`src/rtl/robo_sensor_conditioner.sv`:
```
// robo_sensor_conditioner
// -----------------------------------------------------------------------------
// Front end for the pipe-cleaning robot controller. It synchronises the four
// raw asynchronous sensor lines with two flops each and debounces the
// synchronised levels. It presents stable, clock-aligned levels, flags when
// those levels can be trusted after reset, pulses on every qualified change
// and keeps a saturating count of rejected bounces.
//
// Ports
//   clock, reset          rising-edge clock, synchronous active-high reset
//   raw_head/left/under/barrier   asynchronous raw sensor inputs
//   head/left/under/barrier       debounced levels, straight from flops
//   sensors_valid         high once the start-up settle period has elapsed
//   change_evt            one-cycle pulse after any debounced level changes
//   glitch_count          saturating count of aborted bounces (GLITCH_W bits)
//   dbg_state             settle FSM state (0 = S_FILL, 1 = S_RUN)
//
// Interface semantics: there is no handshake. Every output is a level or a
// pulse that is valid on every cycle and changes only on the rising clock edge.
//
// Optional feature, macro STICKY_UNDER_EN: when defined, the debounced under
// latches at 1 until reset. The end of the pipe is terminal for the
// controller. A later fall of raw_under is ignored. It counts no glitch and
// raises no change_evt.
// -----------------------------------------------------------------------------
module robo_sensor_conditioner #(
  parameter int DEBOUNCE_CYCLES = 4,
  parameter int CNT_W           = 8,
  parameter int GLITCH_W        = 8
) (
  input  logic                clock,
  input  logic                reset,
  input  logic                raw_head,
  input  logic                raw_left,
  input  logic                raw_under,
  input  logic                raw_barrier,
  output logic                head,
  output logic                left,
  output logic                under,
  output logic                barrier,
  output logic                sensors_valid,
  output logic                change_evt,
  output logic [GLITCH_W-1:0] glitch_count,
  output logic                dbg_state
);

  typedef enum logic {S_FILL = 1'b0, S_RUN = 1'b1} state_e;

  // Nine bits are enough for DEBOUNCE_CYCLES+1 up to 256.
  localparam int SETTLE_W = 9;
  localparam logic [CNT_W-1:0]    CNT_LAST    = CNT_W'(DEBOUNCE_CYCLES - 1);
  localparam logic [SETTLE_W-1:0] SETTLE_LAST = SETTLE_W'(DEBOUNCE_CYCLES + 1);

  // Sensor vector bit order: 0 head, 1 left, 2 under, 3 barrier.
  logic [3:0]          raw_vec;
  logic [3:0]          s1_q, s1_d, s2_q, s2_d;
  logic [3:0]          db_q, db_d;
  logic [3:0]          s2_eff;
  logic [CNT_W-1:0]    cnt_q [4];
  logic [CNT_W-1:0]    cnt_d [4];
  logic [GLITCH_W-1:0] glitch_q, glitch_d;
  logic                change_q, change_d;
  logic                valid_q, valid_d;
  logic [SETTLE_W-1:0] settle_q, settle_d;
  state_e              state_q, state_d;
  logic                any_abort;

  assign raw_vec = {raw_barrier, raw_under, raw_left, raw_head};

  always_comb begin
    s1_d      = raw_vec;
    s2_d      = s1_q;
    db_d      = db_q;
    glitch_d  = glitch_q;
    any_abort = 1'b0;
    s2_eff    = s2_q;
`ifdef STICKY_UNDER_EN
    // Once under has qualified high, it looks permanently "in agreement".
    // This freezes its counter at 0, so a fall can neither qualify nor abort.
    s2_eff[2] = s2_q[2] | db_q[2];
`else
    s2_eff[2] = s2_q[2];
`endif

    for (int i = 0; i < 4; i++) begin
      cnt_d[i] = '0;
      if (s2_eff[i] != db_q[i]) begin
        if (cnt_q[i] == CNT_LAST) begin
          db_d[i] = s2_eff[i];
        end else begin
          cnt_d[i] = cnt_q[i] + 1'b1;
        end
      end else if (cnt_q[i] != '0) begin
        // The level went back before qualifying: this is a rejected bounce.
        any_abort = 1'b1;
      end
    end

    // Aborts on several sensors in one cycle count once. The count saturates.
    if (any_abort && (glitch_q != '1)) begin
      glitch_d = glitch_q + 1'b1;
    end

    change_d = |(db_d ^ db_q);

    // Settle FSM. The valid flag is registered from the state, so it rises
    // one edge after the state enters S_RUN.
    state_d  = state_q;
    settle_d = settle_q;
    valid_d  = (state_q == S_RUN);
    case (state_q)
      S_FILL: begin
        settle_d = settle_q + 1'b1;
        if (settle_d == SETTLE_LAST) begin
          state_d = S_RUN;
        end
      end
      S_RUN:   state_d = S_RUN;
      default: state_d = S_FILL;
    endcase
  end

  always_ff @(posedge clock) begin
    if (reset) begin
      s1_q     <= '0;
      s2_q     <= '0;
      db_q     <= '0;
      for (int i = 0; i < 4; i++) begin
        cnt_q[i] <= '0;
      end
      glitch_q <= '0;
      change_q <= 1'b0;
      valid_q  <= 1'b0;
      settle_q <= '0;
      state_q  <= S_FILL;
    end else begin
      s1_q     <= s1_d;
      s2_q     <= s2_d;
      db_q     <= db_d;
      for (int i = 0; i < 4; i++) begin
        cnt_q[i] <= cnt_d[i];
      end
      glitch_q <= glitch_d;
      change_q <= change_d;
      valid_q  <= valid_d;
      settle_q <= settle_d;
      state_q  <= state_d;
    end
  end

  assign head          = db_q[0];
  assign left          = db_q[1];
  assign under         = db_q[2];
  assign barrier       = db_q[3];
  assign sensors_valid = valid_q;
  assign change_evt    = change_q;
  assign glitch_count  = glitch_q;
  assign dbg_state     = state_q;

endmodule

```
`config.mk`:
```
export PLATFORM = sky130hd
export DESIGN_NAME = robo_sensor_conditioner
export DESIGN_NICKNAME = d
export VERILOG_FILES = /design/src/rtl/robo_sensor_conditioner.sv
export SDC_FILE = /design/constraint.sdc
export NUM_CORES = 1
export LEC_CHECK = 0
export ABC_AREA = 1
export BUFFER_PORTS_ARGS = -buffer_cell sky130_fd_sc_hd__buf_2
export CORE_ASPECT_RATIO = 1.25
export CORE_MARGIN = 3
export CORE_UTILIZATION = 40
export DETAILED_ROUTE_END_ITERATION = 12
export SLEW_MARGIN = 20
export SYNTH_ARGS = -nofsm -noshare
export SYNTH_HDL_FRONTEND = slang
export SYNTH_SLANG_ARGS = --single-unit
```
`constraint.sdc`:
```
create_clock -name clock -period 4.15 [get_ports clock]
set_input_delay 1.0375 -clock clock [delete_from_list [all_inputs] [get_ports clock]]
set_output_delay 1.0375 -clock clock [all_outputs]
set_load 0.1 [all_outputs]
```
== After elaboration in Yosys (flattened, before gate mapping) ==
Memories as Yosys holds them, arrays and structs flattened.
Index checks and enable logic that the tools add are counted.

* Bits in registers: 32
* Memory bits (writable): 32
* Input bits: 6
* Output and inout port bits: 15
* Logic and storage cells: 70
* Memories kept: 1

{| class="wikitable"
|+ Memory list
! memory !! depth !! width !! rd ports !! clocked after memory_dff !! wr ports !! line !! source
|-
| cnt_q || 4 || 8 || 4 || 0 || 4 || 59 || <nowiki>logic [CNT_W-1:0] cnt_q [4];</nowiki>
|}

* Add/subtract/negate cells: 6
* Equality and inequality tests: 10
* Muxes and demuxes: 33
* Bitwise operators: 6
* Reductions and logical operators: 6

{| class="wikitable"
|+ Operators by type and width
! operator !! count
|-
| 8-bit two-way mux || 12
|-
| 8-bit by 1-bit adder with 8-bit output, second input constant || 5
|-
| 8-bit by 2-bit == test with 1-bit output, second input constant || 4
|-
| 8-bit nonzero test || 4
|-
| 1-bit two-way mux || 20
|-
| 9-bit by 1-bit adder with 9-bit output, second input constant || 1
|-
| 9-bit by 3-bit == test with 1-bit output, second input constant || 1
|-
| 8-bit != test, second input constant || 1
|-
| 1-bit != test || 4
|-
| 1-bit OR || 4
|-
| 4-bit OR reduction || 1
|-
| 4-bit XOR || 1
|-
| 1-bit case mux with 2 select lines || 1
|-
| 1-bit logical AND || 1
|-
| 1-bit inverter || 1
|}

== Logic depth before layout (Yosys ltp) ==
* Word-level depth: 10
* Gate-level depth with buffers: 10
* Mapped depth without buffers: 10

== Least setup slack after synthesis ==
No wires, ideal clock.

* Kind: register to register
* Start point: reg glitch_q[0] (netlist: glitch_count[0])
* End point: reg glitch_q[6] (netlist: glitch_count[6])
* Setup time: 0.071 ns
* Arrival time: 2.159 ns
* Required time: 4.079 ns
* Path slack: 1.920 ns
* Cell stages (with the launch flop): 8
* Buffers on the path: 0
* Clock period less this slack: 2.230 ns
* Cell sequence: dfxtp_1 ha_1 nand3_1 nor2_2 nand3_2 nand2_4 nand2_1 a21oi_1

* Longest elaborated chain between the ends: 2
* Elaborated cells on any way between the ends: 3
* Those cells by class: add/sub (1); eq/ne (1); reduce/logical (1)

{| class="wikitable"
|+ RTL lines
! item !! line !! source
|-
| from (decl) || 61 || <nowiki>logic [GLITCH_W-1:0] glitch_q, glitch_d;</nowiki>
|-
| from (signal assigned) || 143 || <nowiki>glitch_q <= glitch_d;</nowiki>
|-
| parallel branches: the longest is 2 deep, another holds 8-bit by 1-bit adder with 8-bit output || n/a ||
|}

Parallel ways; which one is timed is not known.
A chain may end at the register's enable or synchronous reset.

== Final worst setup path ==
* Start point: reg glitch_q[6] (netlist: glitch_count[6])
* End point: out glitch_count[6]

{| class="wikitable"
|+ RTL lines
! item !! line !! source
|-
| to (decl) || 43 || <nowiki>output logic [GLITCH_W-1:0] glitch_count,</nowiki>
|}

No word-level cell between the ends.

==> impl_results.md <==
* Routability cong. at roughly 0.76
* DIE HEIGHT at 101 um
* Worst Hold Class: reg2reg
* Post-Synthesis Cell Area at around 2900 um^2
* Fin. Hold Viols at 0
* Antenna cells at 0
* Critical path's top delay family: buffers and inverters
* Post-synthesis async set-or-reset flop share at 0
* Leakage power at ~0.0014 uW
* CTS tree: done
* Required @ worst endpoint at between 3000 and 4000 ps
* Iter 0 DRT Violations at 54
* Tcrit/Tclk final at 0.556
* Nets at between 400 and 500
* Worst slew margin at 0.676
* Synth area leader: dfxtp_1
* Crit-path cells: buf_2
* Antenna Nets Post-Route at 0
* Worst reg2reg endpoint: glitch_count[6]$_SDFFE_PP0P_
* Simple-Gate Fraction of Synth Area at 0.290
* Synth Register Bits at 64
* DRC errors left at 0
* Logic pwr share at 0.086
* Ports at 21
* CTS sink cnt at 64
* Worst reg2reg path startpoint: glitch_count[0]$_SDFFE_PP0P_
* CP endpoint kind: output port
* Switching power at between 300 and 400 uW
* Max IR drop VDD at roughly 0.18 mV
* Port bufs at 20
* Initial antenna violation count at 0
* Core Util, Final at 0.471
* # Post-CTS Setup Buffers at 0
* Critical Path Slowest Stage Cell: buf_2
* Core ar. at roughly 7000 um^2
* Net count after synthesis at roughly 400
* Mapped Cells at 382
* Total design power at roughly 1300 uW
* Routed WL per cell at roughly 10 um
* Post-synth top area share at 0.444
* Switching part of the total at 0.252
* Cts repair resizes at 0
* Routed wire length at between 5000 and 6000 um
* Number of CTS-inserted buffers at 9
* Measured slew at the worst slew-check pin at roughly 490 ps
* Worst hold slack at roughly 400 ps
* EDFF count, synth at 0
* Largest family of logic cells by synthesized area: simple AND/OR/NAND/NOR gates
* Primary FF master, synth: dfxtp_1
* Layout cells sized above 1 at 0.125
* Critical Path Fanout Max at 6
* Die area at between 8000 and 9000 um^2
* Drt pass-1 iters at 4
* Power Internal at ~970 uW
* Top cells by area, synth: dfxtp_1 44%, nor2_1 7.9%, inv_1 7.4%
* Worst Setup EP: glitch_count[6]
* Gr usage total at 0.146
* Post-synthesis sequential area ratio at 0.444
* Xor/xnor cell area share of the yosys netlist at 0.0607
* WP data arrival at around 1300 ps
* DR vias at around 2,400
* Area growth from synthesis to layout at 13.8%
* Congestion Overflow GR at 0
* First-pass GRT wire length at about 9400 um
* Slowest stage delay, CP at between 400 and 500 ps
* Max clock buf depth at 2
* Vias in the first global route at 2,268
* Largest net degree at the start of global routing at 18
* Setup TNS at 0 ps
* Fin cells at between 500 and 600
* Compound-gate portion of the synthesized area at 0.0728
* Post-Synth Adder-Cell Area at 0.0477
* R2R depth at 7
* Yosys warns at 0
* Pins Over Slew Limit at 0
* Clock power share at 0.413
* # H-tree levels at 3
* Pwr dens at 394 nW/um^2
* HPWL Detailed at around 3800 um
* Tmin final at 2310 ps
* Netlist cell types at 28
* RSZ-0062 raised after global routing: no
* Worst Setup SP: glitch_count[6]$_SDFFE_PP0P_
* Clk_skew at around 11 ps
* # hold bufs at CTS at 0
* Starting density of the core at 0.414
* Post-Syn Area per Cell at between 7 and 8 um^2
* Vias per Instance at roughly 4.7
* Die X at about 80 um
* # setup viols final at 0
* Max-Cap Viols at 0
* Post-synthesis mux area share at 0
* Startpoint Class: flop
* Worst-path clk slew at about 60 ps
* Kind of critical path: reg2out
* CTS Root Cell: clkbuf_8
* Peak Freq at between 400 and 500 MHz
* Clock Latency Late Sink at between 300 and 400 ps
* Std-Cell Rows at 34
* Worst reg-to-reg setup slack at 2540 ps
* Outcome: finished, final reports clean
* Buf/Inv on CP at 1
* Sequential Power Share at 0.501
* Critical Path Stages at 1
* Dpl cells at ~490
==> worst reg2reg max path: stages, from the launching register on <==
cell and delay (ps):
dfxtp_1 420, ha_1 260, nand3_1 110, nor2_2 150, nand3_2 220, nand2_4 190, nand2_1 70, a21oi_1 120
==> how the worst min path moves through the flow <==
stage,from,slack [ps],endpoint,cells after the start
2_1_floorplan,s1_q[0]$_SDFF_PP0_,390,s2_eff[0]$_SDFF_PP0_,2
3_3_place_gp,s1_q[0]$_SDFF_PP0_,390,s2_eff[0]$_SDFF_PP0_,2
3_5_place_dp,s1_q[0]$_SDFF_PP0_,400,s2_eff[0]$_SDFF_PP0_,2
4_1_cts,s1_q[0]$_SDFF_PP0_,400,s2_eff[0]$_SDFF_PP0_,2
5_1_grt,s1_q[0]$_SDFF_PP0_,430,s2_eff[0]$_SDFF_PP0_,2
6_report,s1_q[0]$_SDFF_PP0_,400,s2_eff[0]$_SDFF_PP0_,2
==> power by group through the flow <==
| stage | Sequential (uW) | Combinational (uW) | Clock [uW] |
|---|---|---|---|
| 6_report | 649 | 111 | 535 |
| 5_1_grt | 654 | 125 | 581 |
| 4_1_cts | 650 | 112 | 554 |
| 3_5_place_dp | 663 | 112 | 0 |
| 3_3_place_gp | 663 | 112 | 0 |
| 2_1_floorplan | 698 | 53.7 | 0 |
==> metal layers <==
metal / vias up / share of wire / track usage
met5: - / 0 / 0
met4: 0 / 0.019 / 0.0729
met3: 8 / 0.042 / 0.0474
met2: 37 / 0.48 / 0.241
met1: 1068 / 0.46 / 0.165
li1: 1268 / - / -
==> per-stage QoR <==
stage | setup slack (ps) | cell area, um^2
after CTS | 1830 | 3290
after global routing | 1790 | 3290
after global placement | 1940 | 3090
after floorplan | 1920 | 2890
after detailed placement | 1920 | 3090
final | 1840 | 3290
==> cell families after synthesis <==
kind of cell | count (synthesis)
AO/OA/AOI/OAI | 39
XOR/XNOR | 20
adder cells (fa/ha/maj) | 11
buffers and inverters | 65
flip-flops | 64
AND/OR/NAND/NOR | 183
==> final cells by class <==
| type | instances | area [um^2] |
|---|---|---|
| clock buffers | 13 | 159 |
| flip-flops and latches | 64 | 1280 |
| multi-input cells | 253 | 1360 |
| clock inverters | 3 | 40.0 |
| fillers | 706 | 3690 |
| inverters | 62 | 233 |
| repair buffers | 20 | 100 |
| well taps | 90 | 113 |
==> Yosys cell counts, drive strengths merged (4+ instances only) <==
| library cell | number |
|---|---|
| dfxtp | 64 |
| nand2 | 58 |
| a21oi | 15 |
| xnor2 | 4 |
| o22ai | 4 |
| nand4 | 7 |
| nor3b | 7 |
| nand3 | 30 |
| ha | 11 |
| nor2 | 69 |
| o21ai | 15 |
| nor3 | 6 |
| inv | 62 |
| xor2 | 16 |
==> registers in the layout, summed over array words and instances, names as in the netlist <==
register / flops
cnt_q: 32
settle_q: 9
glitch_count: 8
db_q: 4
s1_q: 4
s2_eff: 4
change_evt: 1
dbg_state: 1
sensors_valid: 1
==> layout by cell type (no fill, tap or decap), types with 2 or more instances in the layout <==
master and instances:
buf_2 20, a31oi_1 2, nor3_1 6, nand4_1 7, ha_1 11, o31ai_1 3, nor3b_1 7, a21oi_1 15
clkbuf_1 2, dfxtp_1 64, clkbuf_8 11, nor2_1 61, nand2_4 2, nand2_1 56, clkinv_2 2, xor2_1 16
inv_2 5, o21ai_0 15, o22ai_1 4, nand3_1 29, inv_1 57, xnor2_1 4, nor2_2 8
(Power assumes the default switching activity.)
